**config.mk**
```make
export PLATFORM = sky130hd
export DESIGN_NAME = fetch_sequencer
export DESIGN_NICKNAME = d
export VERILOG_FILES = /design/src/rtl/fetch_sequencer.sv
export SDC_FILE = /design/constraint.sdc
export NUM_CORES = 1
export LEC_CHECK = 0
export CORE_ASPECT_RATIO = 1.75
export CORE_UTILIZATION = 43
export DETAILED_ROUTE_END_ITERATION = 6
export PLACE_DENSITY = 0.81
export SLEW_MARGIN = 0
export SYNTH_ARGS = -nofsm -noshare
export SYNTH_HDL_FRONTEND = slang
export SYNTH_SLANG_ARGS = --single-unit
```
**constraint.sdc**
```tcl
create_clock -name clk -period 2.25 [get_ports clk]
set_clock_uncertainty 0.1 [all_clocks]
set_input_delay 0.45 -clock clk [delete_from_list [all_inputs] [get_ports clk]]
set_output_delay 0.45 -clock clk [all_outputs]
set_load 0.02 [all_outputs]
```
**src/rtl/fetch_sequencer.sv**
```systemverilog
// Multi-cycle fetch/execute controller: owns the PC, fetches over req/ack, commits next PC.
// Optional halt-opcode support is enabled by defining FETCH_SEQ_HALT_EN.
module fetch_sequencer #(
   parameter logic [31:0] RESET_PC = 32'h0000_0000,
   parameter int          TIMEOUT  = 15
) (
   input  logic        clk,
   input  logic        rst,
   output logic        imem_req,
   output logic [31:0] imem_addr,
   input  logic        imem_ack,
   input  logic [31:0] imem_rdata,
   input  logic [31:0] new_pc,
   input  logic        exec_done,
   input  logic        stall,
   output logic [31:0] pc,
   output logic [31:0] instr,
   output logic        instr_valid,
   output logic        retire,
   output logic [31:0] retire_count,
   output logic        halted,
   output logic        fetch_err
);

   localparam logic [1:0] ST_FETCH = 2'd0;
   localparam logic [1:0] ST_EXEC  = 2'd1;
   localparam logic [1:0] ST_HALT  = 2'd2;
   localparam logic [1:0] ST_ERROR = 2'd3;

   localparam logic [7:0] TIMEOUT_CNT = 8'(TIMEOUT);

   logic [1:0]  state_reg, state_next;
   logic [31:0] pc_reg, pc_next;
   logic [31:0] instr_reg, instr_next;
   logic        instr_valid_reg, instr_valid_next;
   logic        imem_req_reg, imem_req_next;
   logic        retire_reg, retire_next;
   logic [31:0] retire_count_reg, retire_count_next;
   logic        halted_reg, halted_next;
   logic        fetch_err_reg, fetch_err_next;
   logic [7:0]  tmo_cnt_reg, tmo_cnt_next;

   logic        commit;
   logic        halt_op;

`ifdef FETCH_SEQ_HALT_EN
   assign halt_op = (instr_reg[31:26] == 6'h3F);
`else
   assign halt_op = 1'b0;
`endif

   assign commit = (state_reg == ST_EXEC) && exec_done && !stall;

   always_comb begin
      state_next        = state_reg;
      pc_next           = pc_reg;
      instr_next        = instr_reg;
      instr_valid_next  = instr_valid_reg;
      retire_next       = 1'b0;
      retire_count_next = retire_count_reg;
      halted_next       = halted_reg;
      fetch_err_next    = fetch_err_reg;
      tmo_cnt_next      = tmo_cnt_reg;

      case (state_reg)
         ST_FETCH: begin
            // The first FETCH cycle after reset only raises the request; ack is honoured once it is up.
            if (imem_req_reg) begin
               if (imem_ack) begin
                  instr_next       = imem_rdata;
                  instr_valid_next = 1'b1;
                  tmo_cnt_next     = 8'd0;
                  state_next       = ST_EXEC;
               end else if (tmo_cnt_reg + 8'd1 == TIMEOUT_CNT) begin
                  tmo_cnt_next   = tmo_cnt_reg + 8'd1;
                  fetch_err_next = 1'b1;
                  state_next     = ST_ERROR;
               end else begin
                  tmo_cnt_next = tmo_cnt_reg + 8'd1;
               end
            end
         end
         ST_EXEC: begin
            if (commit) begin
               retire_next       = 1'b1;
               retire_count_next = retire_count_reg + 32'd1;
               instr_valid_next  = 1'b0;
               if (halt_op) begin
                  halted_next = 1'b1;
                  state_next  = ST_HALT;
               end else begin
                  pc_next    = new_pc;
                  state_next = ST_FETCH;
               end
            end
         end
         ST_HALT, ST_ERROR: begin
            state_next = state_reg;
         end
         default: begin
            state_next = ST_ERROR;
         end
      endcase

      // Request is registered so it rises on the same edge that enters FETCH with the new PC.
      imem_req_next = (state_next == ST_FETCH);
   end

   always_ff @(posedge clk) begin
      if (rst) begin
         state_reg        <= ST_FETCH;
         pc_reg           <= RESET_PC;
         instr_reg        <= 32'd0;
         instr_valid_reg  <= 1'b0;
         imem_req_reg     <= 1'b0;
         retire_reg       <= 1'b0;
         retire_count_reg <= 32'd0;
         halted_reg       <= 1'b0;
         fetch_err_reg    <= 1'b0;
         tmo_cnt_reg      <= 8'd0;
      end else begin
         state_reg        <= state_next;
         pc_reg           <= pc_next;
         instr_reg        <= instr_next;
         instr_valid_reg  <= instr_valid_next;
         imem_req_reg     <= imem_req_next;
         retire_reg       <= retire_next;
         retire_count_reg <= retire_count_next;
         halted_reg       <= halted_next;
         fetch_err_reg    <= fetch_err_next;
         tmo_cnt_reg      <= tmo_cnt_next;
      end
   end

   assign imem_req     = imem_req_reg;
   assign imem_addr    = pc_reg;
   assign pc           = pc_reg;
   assign instr        = instr_reg;
   assign instr_valid  = instr_valid_reg;
   assign retire       = retire_reg;
   assign retire_count = retire_count_reg;
   assign halted       = halted_reg;
   assign fetch_err    = fetch_err_reg;

endmodule
```
=== Word-level counts from Yosys, hierarchy flattened ===
Index checks and enable logic that the tools add are counted.

* Add/subtract/negate cells: 2
* Equal/unequal tests: 7
* Mux-type cells: 11
* Bitwise logic cells: 2
* Reduce and logical (&&, ||, !) cells: 13

{| class="wikitable"
|+ Operators with widths
! cell !! count
|-
| $add 32x1->32 const B || 1
|-
| $add 8x1->8 const B || 1
|-
| $eq 8x4->1 const B || 1
|-
| $mux 2 || 4
|-
| $mux 8 || 1
|-
| $reduce_and 4->1 || 2
|-
| $ne 2x2->1 const B || 3
|-
| $pmux 2 s3 || 1
|-
| $eq 2x2->1 const B || 2
|-
| $logic_not 2->1 || 2
|-
| $mux 1 || 4
|-
| $reduce_and 2->1 || 2
|-
| $reduce_or 2->1 || 2
|-
| $reduce_and 3->1 || 1
|-
| $eq 2x1->1 const B || 1
|-
| $logic_and 1x1->1 || 2
|-
| $not 1->1 || 2
|-
| $pmux 1 s2 || 1
|-
| $reduce_bool 2->1 || 1
|-
| $logic_not 1->1 || 1
|}

* Register bits after elaboration: 110
* Input port bits: 69
* Output and inout bits: 133
* Logic and storage cells: 44

=== Depth between registers and ports, before layout ===
* Depth after elaboration: 7
* Mapped depth: 7
* Depth with buffers taken out: 5

=== Least setup slack after synthesis ===
Ideal clock, no wire load.

* Path kind: input -> register
* Start point: in stall
* End point: reg retire_count_reg[31] (netlist: retire_count[31])
* Setup time: 0.121 ns
* Data arrival time: 1.742 ns
* Required time: 2.029 ns
* Setup slack: 0.287 ns
* Stages on the path: 6
* Buffers on the path: 2
* Path through: and4bb_1 > buf_4 > nand4_2 > buf_2 > nor4_1 > mux2_2

* Longest elaborated chain between the ends: 3

{| class="wikitable"
|+ RTL lines
! item !! line !! text
|-
| from (decl) || 15 || <nowiki>input logic stall,</nowiki>
|-
| $logic_not 1->1 || 52 || <nowiki>assign commit = (state_reg == ST_EXEC) && exec_done && !stall;</nowiki>
|-
| $logic_and 1x1->1 || 52 ||
|-
| $reduce_and 2->1 (no source line) || -- ||
|-
| to (signal assigned) || 128 || <nowiki>retire_count_reg <= retire_count_next;</nowiki>
|-
| to (decl) || 38 || <nowiki>logic [31:0] retire_count_reg, retire_count_next;</nowiki>
|}

No other way between the ends.
A chain may end at the register's enable or synchronous reset.

=== Final worst setup path ===
* Start point: reg retire_count_reg[2] (netlist: retire_count[2])
* End point: out retire_count[2]

{| class="wikitable"
|+ RTL lines
! item !! line !! text
|-
| to (decl) || 20 || <nowiki>output logic [31:0] retire_count,</nowiki>
|}

No word-level cell between the ends.

==> results.py <==
metrics = {
    "layout": {
        "final_cell_area_um2": 6960,
        "area_growth_pct": 46.7,
        "fin_cells": 883,
        "drive_gt1_share_pct": 5.31,
        "diodes": 0,
        "nFillCells": 869,
        "fin_nets": 820,
        "fin_util_pct": 65.0,
    },
    "min_path": {
        "worstHoldPathType": "reg2reg",
        "min_path_cells": 2,
        "min_to": "instr[31]",
        "min_from": "instr[31]",
    },
    "outcome": {
        "status": "finished clean",
    },
    "worst_setup_path": {
        "r2r-end": "retire_count[29]",
        "crit_path_start_kind": "register",
        "cp.arrival_ns": 1.61,
        "worstSetupPathType": "reg2out",
        "crit_path_top_delay_cell": "clkdlybuf4s50_1",
        "critPathCaptureType": "output port",
        "crit_fanout": 11,
        "cp_top_family": "buffers and inverters",
        "crit_chain": "clkdlybuf4s50_1",
        "cpPeakStageDelay_ns": 0.69,
        "cp.buffers_inverters": 1,
        "regToRegSetupSlack_ns": 0.23,
        "r2r-start": "retire_count[4]",
        "ff2ff_path_depth": 5,
        "crit_required_ns": 1.70,
    },
    "placed_design": {
        "post-place-ws_ns": -0.209,
        "gp_congestion": 0.827,
        "hpwlAfterDp_um": 9950,
        "numPortBuffers": 200,
        "dp_cells": 867,
        "post_dp_cell_area_um2": 6680,
    },
    "yosys": {
        "synth_flop_cell": "dfxtp_1",
        "synth_edf_count": 0,
        "seq_area_frac_synth_pct": 46.4,
        "ys_types": 44,
        "netlist_area_um2": 4740,
        "syn_nets": 663,
        "synth-seq-cells": 110,
        "async_flop_share_pct": 0,
        "syn_inst": 591,
        "syn_area_per_cell_um2": 8.03,
        "yosysWarnings": 0,
    },
    "timing": {
        "hold_violations": 0,
        "tightest_slew_ns": 0.653,
        "setup_ws_ns": 0.0909,
        "fin_tns_setup_ns": 0,
        "rsz0062_at_grt": "no",
        "timing.hold.ws_ns": 0.354,
        "slew_violations": 0,
        "fin_crit_ns": 2.16,
        "finalSetupViolCount": 0,
        "slew_headroom_pct": 55.3,
        "fmax_ghz": 0.463,
        "post-route-period-util_pct": 96.0,
    },
    "cts": {
        "cts.clk_slew.worst_paths_ns": 0.07,
        "htreeDepth": 3,
        "cts_resized": 0,
        "cts_root_buf": "clkbuf_16",
        "clockBufferDepth": 2,
        "cts_setup_buffers": 0,
        "hold_buffers": 0,
        "cts_tree": "done",
        "numCtsBuffers": 9,
        "clock_latency_ns": 0.34,
        "clock_sinks": 110,
    },
    "floorplanning": {
        "rows": 50,
        "coreArea_um2": 10700,
        "start_util_pct": 44.4,
        "dieArea_um2": 11500,
        "ioPinCount": 202,
        "fp.dieH_um": 141,
        "die_w_um": 81.4,
    },
    "drt": {
        "drt_iter0_drc": 257,
        "detail_route.first_pass.iterations": 5,
        "wirelength_um": 13600,
        "avgViaCountPerCell": 5.43,
        "drcViolationCount": 0,
        "routedWlPerCell_um": 15.4,
        "vias": 4798,
        "ant_nets": 0,
    },
    "global_routing": {
        "grt_usage_pct": 24.1,
        "overflow": 0,
        "grt_pass1_wl_um": 21700,
        "grt_max_degree": 52,
        "grt_pass1_vias": 4553,
        "grt_antenna_before_repair": 0,
    },
    "pwr": {
        "ir_drop_uv": 455,
        "totalPowerFinal_mw": 4.00,
        "p_per_area_nw_per_um2": 575,
        "leakage_nw": 2.39,
    },
    "flow_run": {
        "cap_violations": 0,
    },
}
cell usage after synthesis (5+ instances only):
library cell / count / share of area, %
inv_1: 8 / 0.63
nand2_1: 145 / 11
nor2_1: 22 / 1.7
dfxtp_1: 110 / 46
o21ai_0: 9 / 0.95
xor2_1: 9 / 1.7
buf_4: 34 / 5.4
and4_1: 8 / 1.5
or4_1: 16 / 2.5
and3_1: 11 / 1.5
nand4_1: 16 / 2.1
nand3_1: 9 / 0.95
o31ai_1: 15 / 2.4
a21oi_1: 98 / 10
clkbuf_1: 29 / 2.3
buf_2: 5 / 0.53
cell usage in the layout, fill, tap and decap left out, drive strengths merged, types with 9 or more instances in the layout:
| cell | instances |
|---|---|
| a21oi | 98 |
| and3 | 11 |
| buf | 18 |
| clkbuf | 10 |
| clkdlybuf4s50 | 199 |
| dfxtp | 110 |
| inv | 10 |
| nand2 | 145 |
| nand3 | 9 |
| nand4 | 17 |
| nor2 | 22 |
| o21ai | 9 |
| o31ai | 15 |
| or4 | 16 |
| xor2 | 9 |
cell type report:
class                      instances  area (um2)  share of cell area, %
multi-input combinational        402        2110                   30.4
sequential                       110        2200                   31.6
timing repair buffer             217        2180                   31.3
inverter                           8        30.0                  0.432
clock buffer                      10         229                   3.29
clock inverter                     6        45.0                  0.647
tap                              130         163                   2.34
power by group:
group          leakage (nW)  internal (mW)  switching [mW]
Combinational          1.36          0.251           0.237
Clock                 0.137          0.760           0.727
Sequential            0.890           1.99          0.0305
Total                  2.39           3.00           0.995
how the worst max path moves through the flow:
stage / startpoint / endpoint / slack [ns] / cells past startpoint
2_1_floorplan: stall / retire_count[31] / 0.29 / 6
3_3_place_gp: stall / retire_count[18] / -0.16 / 6
3_5_place_dp: stall / retire_count[29] / -0.21 / 6
4_1_cts: retire_count[2] / retire_count[2] / 0.08 / 1
5_1_grt: retire_count[2] / retire_count[2] / 0.01 / 1
6_report: retire_count[2] / retire_count[2] / 0.09 / 1
logic make-up after synthesis:
kind of cell | share of synthesized area (%)
other | 0.0790
buffers and inverters | 9.12
AND/OR/NAND/NOR | 25.3
XOR/XNOR | 1.85
flip-flops | 46.4
AO/OA/AOI/OAI | 15.8
multiplexers | 0.712
adder cells (fa/ha/maj) | 0.791
per-layer routing:
| layer | share of wire (%) | vias to the layer above | GRT usage (%) |
|---|---|---|---|
| met2 | 56 | 176 | 44.6 |
| li1 | - | 2322 | - |
| met3 | 5.1 | 28 | 4.08 |
| met4 | 2.7 | 0 | 10.2 |
| met1 | 36 | 2272 | 25.9 |
| met5 | 0 | - | 0 |
Note: power is estimated with default switching activity, not from simulation.
